[config.mk]
export PLATFORM = sky130hd
export DESIGN_NAME = uart_tx_queue
export DESIGN_NICKNAME = d
export VERILOG_FILES = /design/src/rtl/uart_pkg.sv /design/src/rtl/uart_sync_fifo.sv /design/src/rtl/uart_tx_queue.sv
export SDC_FILE = /design/constraint.sdc
export NUM_CORES = 1
export LEC_CHECK = 0
export ABC_AREA = 1
export CORE_MARGIN = 2
export CORE_UTILIZATION = 30
export CTS_BUF_LIST = sky130_fd_sc_hd__clkbuf_16
export CTS_CLUSTER_SIZE = 30
export DETAILED_ROUTE_END_ITERATION = 16
export GPL_ROUTABILITY_DRIVEN = 0
export PLACE_DENSITY_LB_ADDON = 0.05
export RECOVER_POWER = 50
export SLEW_MARGIN = 20
export SYNTH_ARGS = -nofsm -noshare
export SYNTH_HDL_FRONTEND = slang
export SYNTH_SLANG_ARGS = --single-unit
[constraint.sdc]
create_clock -name clk -period 2.7 [get_ports clk]
set_input_delay 0.54 -clock clk [delete_from_list [all_inputs] [get_ports clk]]
set_output_delay 0.54 -clock clk [all_outputs]
set_load 0.02 [all_outputs]
[src/rtl/uart_pkg.sv]
// Shared UART definitions: serializer state encoding, default bit period and queue depth,
// and the even-parity helper. Used by both the transmitter and the receiver.
package uart_pkg;

    typedef enum logic [2:0] {
        ST_IDLE   = 3'd0,
        ST_START  = 3'd1,
        ST_DATA   = 3'd2,
        ST_PARITY = 3'd3,
        ST_STOP   = 3'd4
    } uartState_t;

    localparam int DEFAULT_DELAY_FRAMES = 286;
    localparam int DEFAULT_FIFO_DEPTH   = 8;

    function automatic logic evenParity(input logic [7:0] data);
        return ^data;
    endfunction

endpackage

[src/rtl/uart_sync_fifo.sv]
// Single-clock first-word-fall-through FIFO; full/empty/count are registered and the
// pointers wrap naturally because DEPTH is a power of two.
module uart_sync_fifo import uart_pkg::*; #(
    parameter int DEPTH = DEFAULT_FIFO_DEPTH,
    parameter int WIDTH = 8
) (
    input  logic                     clk,
    input  logic                     rst_n,
    input  logic                     push,
    input  logic [WIDTH-1:0]         pushData,
    input  logic                     pop,
    output logic [WIDTH-1:0]         popData,
    output logic                     full,
    output logic                     empty,
    output logic [$clog2(DEPTH):0]   count
);

    localparam int PTR_W = $clog2(DEPTH);

    logic [WIDTH-1:0] mem_r [DEPTH];
    logic [PTR_W-1:0] wrPtr_r;
    logic [PTR_W-1:0] rdPtr_r;
    logic [PTR_W:0]   count_r;
    logic [PTR_W:0]   countNext_s;
    logic             full_r;
    logic             empty_r;
    logic             doPush_s;
    logic             doPop_s;

    // A full queue refuses pushes even when a pop happens on the same edge.
    assign doPush_s = push && !full_r;
    assign doPop_s  = pop && !empty_r;

    assign popData = mem_r[rdPtr_r];
    assign full    = full_r;
    assign empty   = empty_r;
    assign count   = count_r;

    // Occupancy update: simultaneous push and pop leaves the count unchanged.
    always_comb begin
        countNext_s = count_r;
        case ({doPush_s, doPop_s})
            2'b10:   countNext_s = count_r + (PTR_W+1)'(1'b1);
            2'b01:   countNext_s = count_r - (PTR_W+1)'(1'b1);
            default: countNext_s = count_r;
        endcase
    end

    // Pointers and status flags.
    always_ff @(posedge clk or negedge rst_n) begin
        if (!rst_n) begin
            wrPtr_r <= {PTR_W{1'b0}};
            rdPtr_r <= {PTR_W{1'b0}};
            count_r <= {(PTR_W+1){1'b0}};
            full_r  <= 1'b0;
            empty_r <= 1'b1;
        end else begin
            if (doPush_s) begin
                wrPtr_r <= wrPtr_r + PTR_W'(1'b1);
            end
            if (doPop_s) begin
                rdPtr_r <= rdPtr_r + PTR_W'(1'b1);
            end
            count_r <= countNext_s;
            full_r  <= (countNext_s == (PTR_W+1)'(DEPTH));
            empty_r <= (countNext_s == {(PTR_W+1){1'b0}});
        end
    end

    // Storage array; contents are don't-care until written, so it carries no reset.
    always_ff @(posedge clk) begin
        if (doPush_s) begin
            mem_r[wrPtr_r] <= pushData;
        end
    end

endmodule

[src/rtl/uart_tx_queue.sv]
// Queued 8N1 UART transmitter. Define UART_TX_QUEUE_PARITY_EN to add an even-parity bit
// between the data bits and the stop bit.
module uart_tx_queue import uart_pkg::*; #(
    parameter int DELAY_FRAMES = DEFAULT_DELAY_FRAMES,
    parameter int FIFO_DEPTH   = DEFAULT_FIFO_DEPTH
) (
    input  logic                          clk,
    input  logic                          rst_n,
    input  logic [7:0]                    tx_data,
    input  logic                          tx_valid,
    output logic                          tx_ready,
    output logic                          uart_tx,
    output logic                          busy,
    output logic [$clog2(FIFO_DEPTH):0]   fifo_count
);

    localparam int CNT_W = $clog2(DELAY_FRAMES);
    localparam logic [CNT_W-1:0] CNT_ZERO = {CNT_W{1'b0}};
    localparam logic [CNT_W-1:0] CNT_ONE  = CNT_W'(1'b1);
    localparam logic [CNT_W-1:0] CNT_LAST = CNT_W'(DELAY_FRAMES - 1);

    uartState_t       state_r;
    uartState_t       stateNext_s;
    logic [CNT_W-1:0] bitCnt_r;
    logic [CNT_W-1:0] bitCntNext_s;
    logic [2:0]       bitIdx_r;
    logic [2:0]       bitIdxNext_s;
    logic [7:0]       shift_r;
    logic [7:0]       shiftNext_s;
    logic             txLine_r;
    logic             txNext_s;
    logic             busy_r;
    logic             notEmpty_r;
    logic             bitDone_s;
    logic             fifoPop_s;
    logic             fifoFull_s;
    logic             fifoEmpty_s;
    logic [7:0]       fifoData_s;
`ifdef UART_TX_QUEUE_PARITY_EN
    logic             parity_r;
    logic             parityNext_s;
`endif

    uart_sync_fifo #(
        .DEPTH (FIFO_DEPTH),
        .WIDTH (8)
    ) u_fifo (
        .clk      (clk),
        .rst_n    (rst_n),
        .push     (tx_valid),
        .pushData (tx_data),
        .pop      (fifoPop_s),
        .popData  (fifoData_s),
        .full     (fifoFull_s),
        .empty    (fifoEmpty_s),
        .count    (fifo_count)
    );

    assign tx_ready  = !fifoFull_s;
    assign uart_tx   = txLine_r;
    assign busy      = busy_r;
    assign bitDone_s = (bitCnt_r == CNT_LAST);

    // Next-state logic; a new byte is loaded from IDLE or straight out of STOP.
    always_comb begin
        stateNext_s  = state_r;
        bitCntNext_s = bitCnt_r;
        bitIdxNext_s = bitIdx_r;
        shiftNext_s  = shift_r;
        txNext_s     = txLine_r;
        fifoPop_s    = 1'b0;
`ifdef UART_TX_QUEUE_PARITY_EN
        parityNext_s = parity_r;
`endif
        case (state_r)
            ST_IDLE: begin
                bitCntNext_s = CNT_ZERO;
                bitIdxNext_s = 3'd0;
                if (notEmpty_r) begin
                    fifoPop_s   = 1'b1;
                    shiftNext_s = fifoData_s;
                    stateNext_s = ST_START;
                    txNext_s    = 1'b0;
`ifdef UART_TX_QUEUE_PARITY_EN
                    parityNext_s = evenParity(fifoData_s);
`endif
                end else begin
                    txNext_s = 1'b1;
                end
            end
            ST_START: begin
                if (bitDone_s) begin
                    bitCntNext_s = CNT_ZERO;
                    bitIdxNext_s = 3'd0;
                    stateNext_s  = ST_DATA;
                    txNext_s     = shift_r[0];
                end else begin
                    bitCntNext_s = bitCnt_r + CNT_ONE;
                end
            end
            ST_DATA: begin
                if (bitDone_s) begin
                    bitCntNext_s = CNT_ZERO;
                    if (bitIdx_r == 3'd7) begin
                        bitIdxNext_s = 3'd0;
`ifdef UART_TX_QUEUE_PARITY_EN
                        stateNext_s = ST_PARITY;
                        txNext_s    = parity_r;
`else
                        stateNext_s = ST_STOP;
                        txNext_s    = 1'b1;
`endif
                    end else begin
                        bitIdxNext_s = bitIdx_r + 3'd1;
                        shiftNext_s  = {1'b0, shift_r[7:1]};
                        txNext_s     = shift_r[1];
                    end
                end else begin
                    bitCntNext_s = bitCnt_r + CNT_ONE;
                end
            end
`ifdef UART_TX_QUEUE_PARITY_EN
            ST_PARITY: begin
                if (bitDone_s) begin
                    bitCntNext_s = CNT_ZERO;
                    stateNext_s  = ST_STOP;
                    txNext_s     = 1'b1;
                end else begin
                    bitCntNext_s = bitCnt_r + CNT_ONE;
                end
            end
`endif
            ST_STOP: begin
                if (bitDone_s) begin
                    bitCntNext_s = CNT_ZERO;
                    bitIdxNext_s = 3'd0;
                    // Chain straight into the next start bit so bursts have no idle gap.
                    if (notEmpty_r) begin
                        fifoPop_s   = 1'b1;
                        shiftNext_s = fifoData_s;
                        stateNext_s = ST_START;
                        txNext_s    = 1'b0;
`ifdef UART_TX_QUEUE_PARITY_EN
                        parityNext_s = evenParity(fifoData_s);
`endif
                    end else begin
                        stateNext_s = ST_IDLE;
                        txNext_s    = 1'b1;
                    end
                end else begin
                    bitCntNext_s = bitCnt_r + CNT_ONE;
                end
            end
            default: begin
                stateNext_s  = ST_IDLE;
                bitCntNext_s = CNT_ZERO;
                bitIdxNext_s = 3'd0;
                txNext_s     = 1'b1;
            end
        endcase
    end

    // Serializer registers; the line and busy flag are registered alongside the state.
    always_ff @(posedge clk or negedge rst_n) begin
        if (!rst_n) begin
            state_r    <= ST_IDLE;
            bitCnt_r   <= CNT_ZERO;
            bitIdx_r   <= 3'd0;
            shift_r    <= 8'h00;
            txLine_r   <= 1'b1;
            busy_r     <= 1'b0;
            notEmpty_r <= 1'b0;
        end else begin
            state_r    <= stateNext_s;
            bitCnt_r   <= bitCntNext_s;
            bitIdx_r   <= bitIdxNext_s;
            shift_r    <= shiftNext_s;
            txLine_r   <= txNext_s;
            busy_r     <= (stateNext_s != ST_IDLE);
            notEmpty_r <= !fifoEmpty_s;
        end
    end

`ifdef UART_TX_QUEUE_PARITY_EN
    // Parity of the byte in flight, captured when it is loaded.
    always_ff @(posedge clk or negedge rst_n) begin
        if (!rst_n) begin
            parity_r <= 1'b0;
        end else begin
            parity_r <= parityNext_s;
        end
    end
`endif

endmodule

==> impl_metrics.toml <==
[placed_design]
dp_cells = 647
dp_slack_ns = 0.126
io_buffers = 17
dp_hpwl_mm = 6.30
postPlaceCellArea_mm2 = 0.00491

[power_and_ir_drop]
clkPwrFrac = 0.244
swShare = 0.377
ir_drop_v = 0.000466
intPower_mw = 3.41
cellPowerDensity_mw_per_mm2 = 1040
power_leakage_nw = 2.22
total_power_mw = 5.47
p_seq_frac = 0.393
p_sw_mw = 2.06
pwr-share-comb = 0.362

[grt]
globalRoute.busiestLayer = "met2"
grt.met3_usage = 0.0329
antenna_found_initial = 0
use_met2 = 0.226
grt_pass1_vias = 2909
grt_usage = 0.135
grt_max_degree = 39
gr-total-overflow = 0
grt_pass1_wl_mm = 16.1
use_met1 = 0.169

[yosys]
ys_seq_area_frac = 0.636
ys_types = 30
synth.cell_area_mm2 = 0.00452
synth-seq-cells = 102
synthCells = 449
yosys_warnings = 0
synth_fp_nets = 470
post_synth.cell_area_avg_um2 = 10.1

[final_layout]
n_antenna_cell = 0
utilization = 0.358
drive_above_1_share = 0.104
area_growth_pct = 15.8
stdcell_area_mm2 = 0.00524
final_cells = 663
fin_nets = 495

[sta]
max_freq_mhz = 419
rsz0062_at_grt = "no"
hold_ws_ns = 0.468
worst_slack_ns = 0.314
skew_ns = 0.00797
setup-violations-final = 0
relSlewSlack = -0.464
worst_pin_slew_ns = 2.20
post-route-min-period_ns = 2.39
final_max_slew_viol_count = 39
hold_violations = 0
setup_tns_ns = 0
post-route-period-util = 0.884

[drt]
ant_nets = 0
wl_per_cell_um = 15.3
via_per_inst = 4.57
dr.pass1.iters = 4
drc = 0
vias = 3031
wl_mm = 10.1
drtIter0Drc = 163

[flow_run]
maxCapViolCount = 1

[outcome]
status = "finished, violations left"
violations = "capacitance limit, slew limit"

[floorplanning]
num_rows = 44
die_w_um = 127
start_util = 0.309
fp.dieH_um = 127
core_area_mm2 = 0.0146
dieArea_mm2 = 0.0161
pin_count = 18

[worst_setup_path]
cp.arrival_ns = 2.66
cp_max_fo = 8
worstPathRequired_ns = 2.98
critPathLaunchType = "flop"
end_kind = "flop"
critical-path-slowest-cell = "dfrtp_1"
regToRegSetupSlack_ns = 0.31
crit_type = "reg2reg"
crit_path_frequent_cell = "nand2_1"
max_stage_delay_ns = 0.41
path_cells = "inv_1, ha_1, nand2_1, nor2_2, nand2_4, a21oi_4, nand2_2, inv_2, ha_4, ha_1, a21oi_1, nand2_1, xnor2_1, nand2_1, a21oi_1"

[clock_network]
clk_path_buf_depth = 2
root_buffer = "clkbuf_16"
clkSinkCount = 102
clkLatencyLatePin_ns = 0.35
path_clk_slew_ns = 0.07
cts_setup_buffers = 0
cts_made_buffers = 9
cts.htree.levels = 3
cts_tree = "yes"

[min_path]
hold_path_class = "reg2reg"
critical path, delay by kind of cell, from the launching register on:
kind / cells / cell delay [ns]
compound gates: 3 / 0.45
xor+xnor: 1 / 0.14
fa+ha+maj: 3 / 0.57
buf+inv: 2 / 0.16
flops: 1 / 0.41
simple gates: 6 / 0.56
power by group through the flow:
| stage | clock (mW) | combinational (mW) | sequential (mW) |
|---|---|---|---|
| floorplan | 0 | 1.35 | 2.21 |
| global placement | 0 | 1.98 | 2.18 |
| detailed placement | 0 | 1.99 | 2.18 |
| CTS | 1.40 | 2.00 | 2.15 |
| global route | 1.43 | 2.28 | 2.19 |
| finish | 1.34 | 1.98 | 2.15 |
cell usage in the layout, fill, tap and decap left out:
cell	count
bufinv_16	1
nand2_4	1
inv_8	1
nor2_2	3
nor2_4	1
buf_4	11
dfstp_2	2
a21boi_1	1
nor3b_1	1
a21oi_4	1
or2_2	1
nand3b_1	1
dlygate4sd3_1	9
xor2_1	4
nand3_2	1
dfrtp_1	36
edfxtp_1	64
clkbuf_1	1
ha_1	8
o21ai_0	11
nand2_1	158
ha_4	1
inv_2	9
nand4_1	5
nand2_2	4
a21oi_1	6
clkbuf_16	9
inv_6	2
nand3_1	55
fa_1	1
nor2_1	33
xnor2_1	6
o21ai_1	3
clkdlybuf4s50_1	7
inv_1	19
clkinv_4	2
synthesized netlist by cell type:
master | n | area, um^2
nand2_4 | 1 | 11.3
clkbuf_1 | 1 | 3.75
xnor2_1 | 6 | 52.6
nand2_2 | 4 | 25.0
nand3_1 | 55 | 275
dfstp_2 | 2 | 52.6
nor2_2 | 3 | 18.8
ha_1 | 9 | 113
nand4_1 | 5 | 31.3
a21oi_2 | 1 | 8.76
nand3_2 | 1 | 10.0
o21ai_1 | 3 | 15.0
buf_2 | 9 | 45.0
o21ai_0 | 11 | 55.1
nand3b_1 | 1 | 7.51
xor2_1 | 4 | 35.0
a21oi_1 | 6 | 30.0
nand2_1 | 158 | 593
edfxtp_1 | 64 | 1920
inv_1 | 18 | 67.6
or2_2 | 1 | 6.26
fa_1 | 1 | 20.0
inv_2 | 9 | 33.8
nor3b_1 | 1 | 7.51
buf_6 | 2 | 22.5
buf_4 | 2 | 15.0
nor2_4 | 1 | 11.3
a21boi_0 | 1 | 7.51
dfrtp_1 | 36 | 901
nor2_1 | 33 | 124
layer usage:
| layer | part of all wire | vias up | wire length (um) |
|---|---|---|---|
| li1 | - | 1531 | - |
| met1 | 0.47 | 1455 | 4740 |
| met2 | 0.49 | 30 | 4950 |
| met3 | 0.026 | 15 | 264 |
| met4 | 0.017 | 0 | 175 |
| met5 | 0 | - | 0 |
final cells by class:
cell class | instances | area, um^2
clock buffer | 9 | 225
clock inverter | 7 | 80.1
fill | 1469 | 9410
inverter | 27 | 101
multi-input combinational | 306 | 1480
sequential | 102 | 2880
tap | 184 | 230
timing repair buffer | 28 | 246
path summary, 6_finish.rpt:
kind / startpoint / to / cells after the start
setup / recovery: bitCnt_r[1]$_DFF_PN0_ / u_fifo.full$_DFF_PN0_ / 15
max in group asynchronous: rst_n / u_fifo.count[0]$_DFF_PN0_ / 1
hold reg to reg: uart_tx$_DFFE_PN1P_ / uart_tx$_DFFE_PN1P_ / 2
hold / removal: uart_tx$_DFFE_PN1P_ / uart_tx$_DFFE_PN1P_ / 2
setup reg to reg: bitCnt_r[1]$_DFF_PN0_ / u_fifo.full$_DFF_PN0_ / 15
min in group asynchronous: rst_n / bitIdx_r[1]$_DFFE_PN0P_ / 1
state kept, by name, summed over array words and instances (netlist names):
register,count
bitIdx_r,3
bitCnt_r,9
state_r,3
u_fifo.full,1
busy,1
notEmpty_r,1
u_fifo.empty,1
uart_tx,1
u_fifo.count,4
u_fifo.wrPtr_r,3
u_fifo.mem_r,64
u_fifo.rdPtr_r,3
shift_r,8
cells by family after synthesis:
family | synth area share
compound gates | 0.0257
xor+xnor | 0.0194
fa+ha+maj | 0.0293
buf+inv | 0.0415
flops | 0.636
simple gates | 0.248
repair_timing:
item                       4_1_cts  5_1_grt
setup endpoints to repair        0        4
hold buffers                     0        0
resized for setup                0        4
Note: power is estimated with default switching activity, not from simulation.
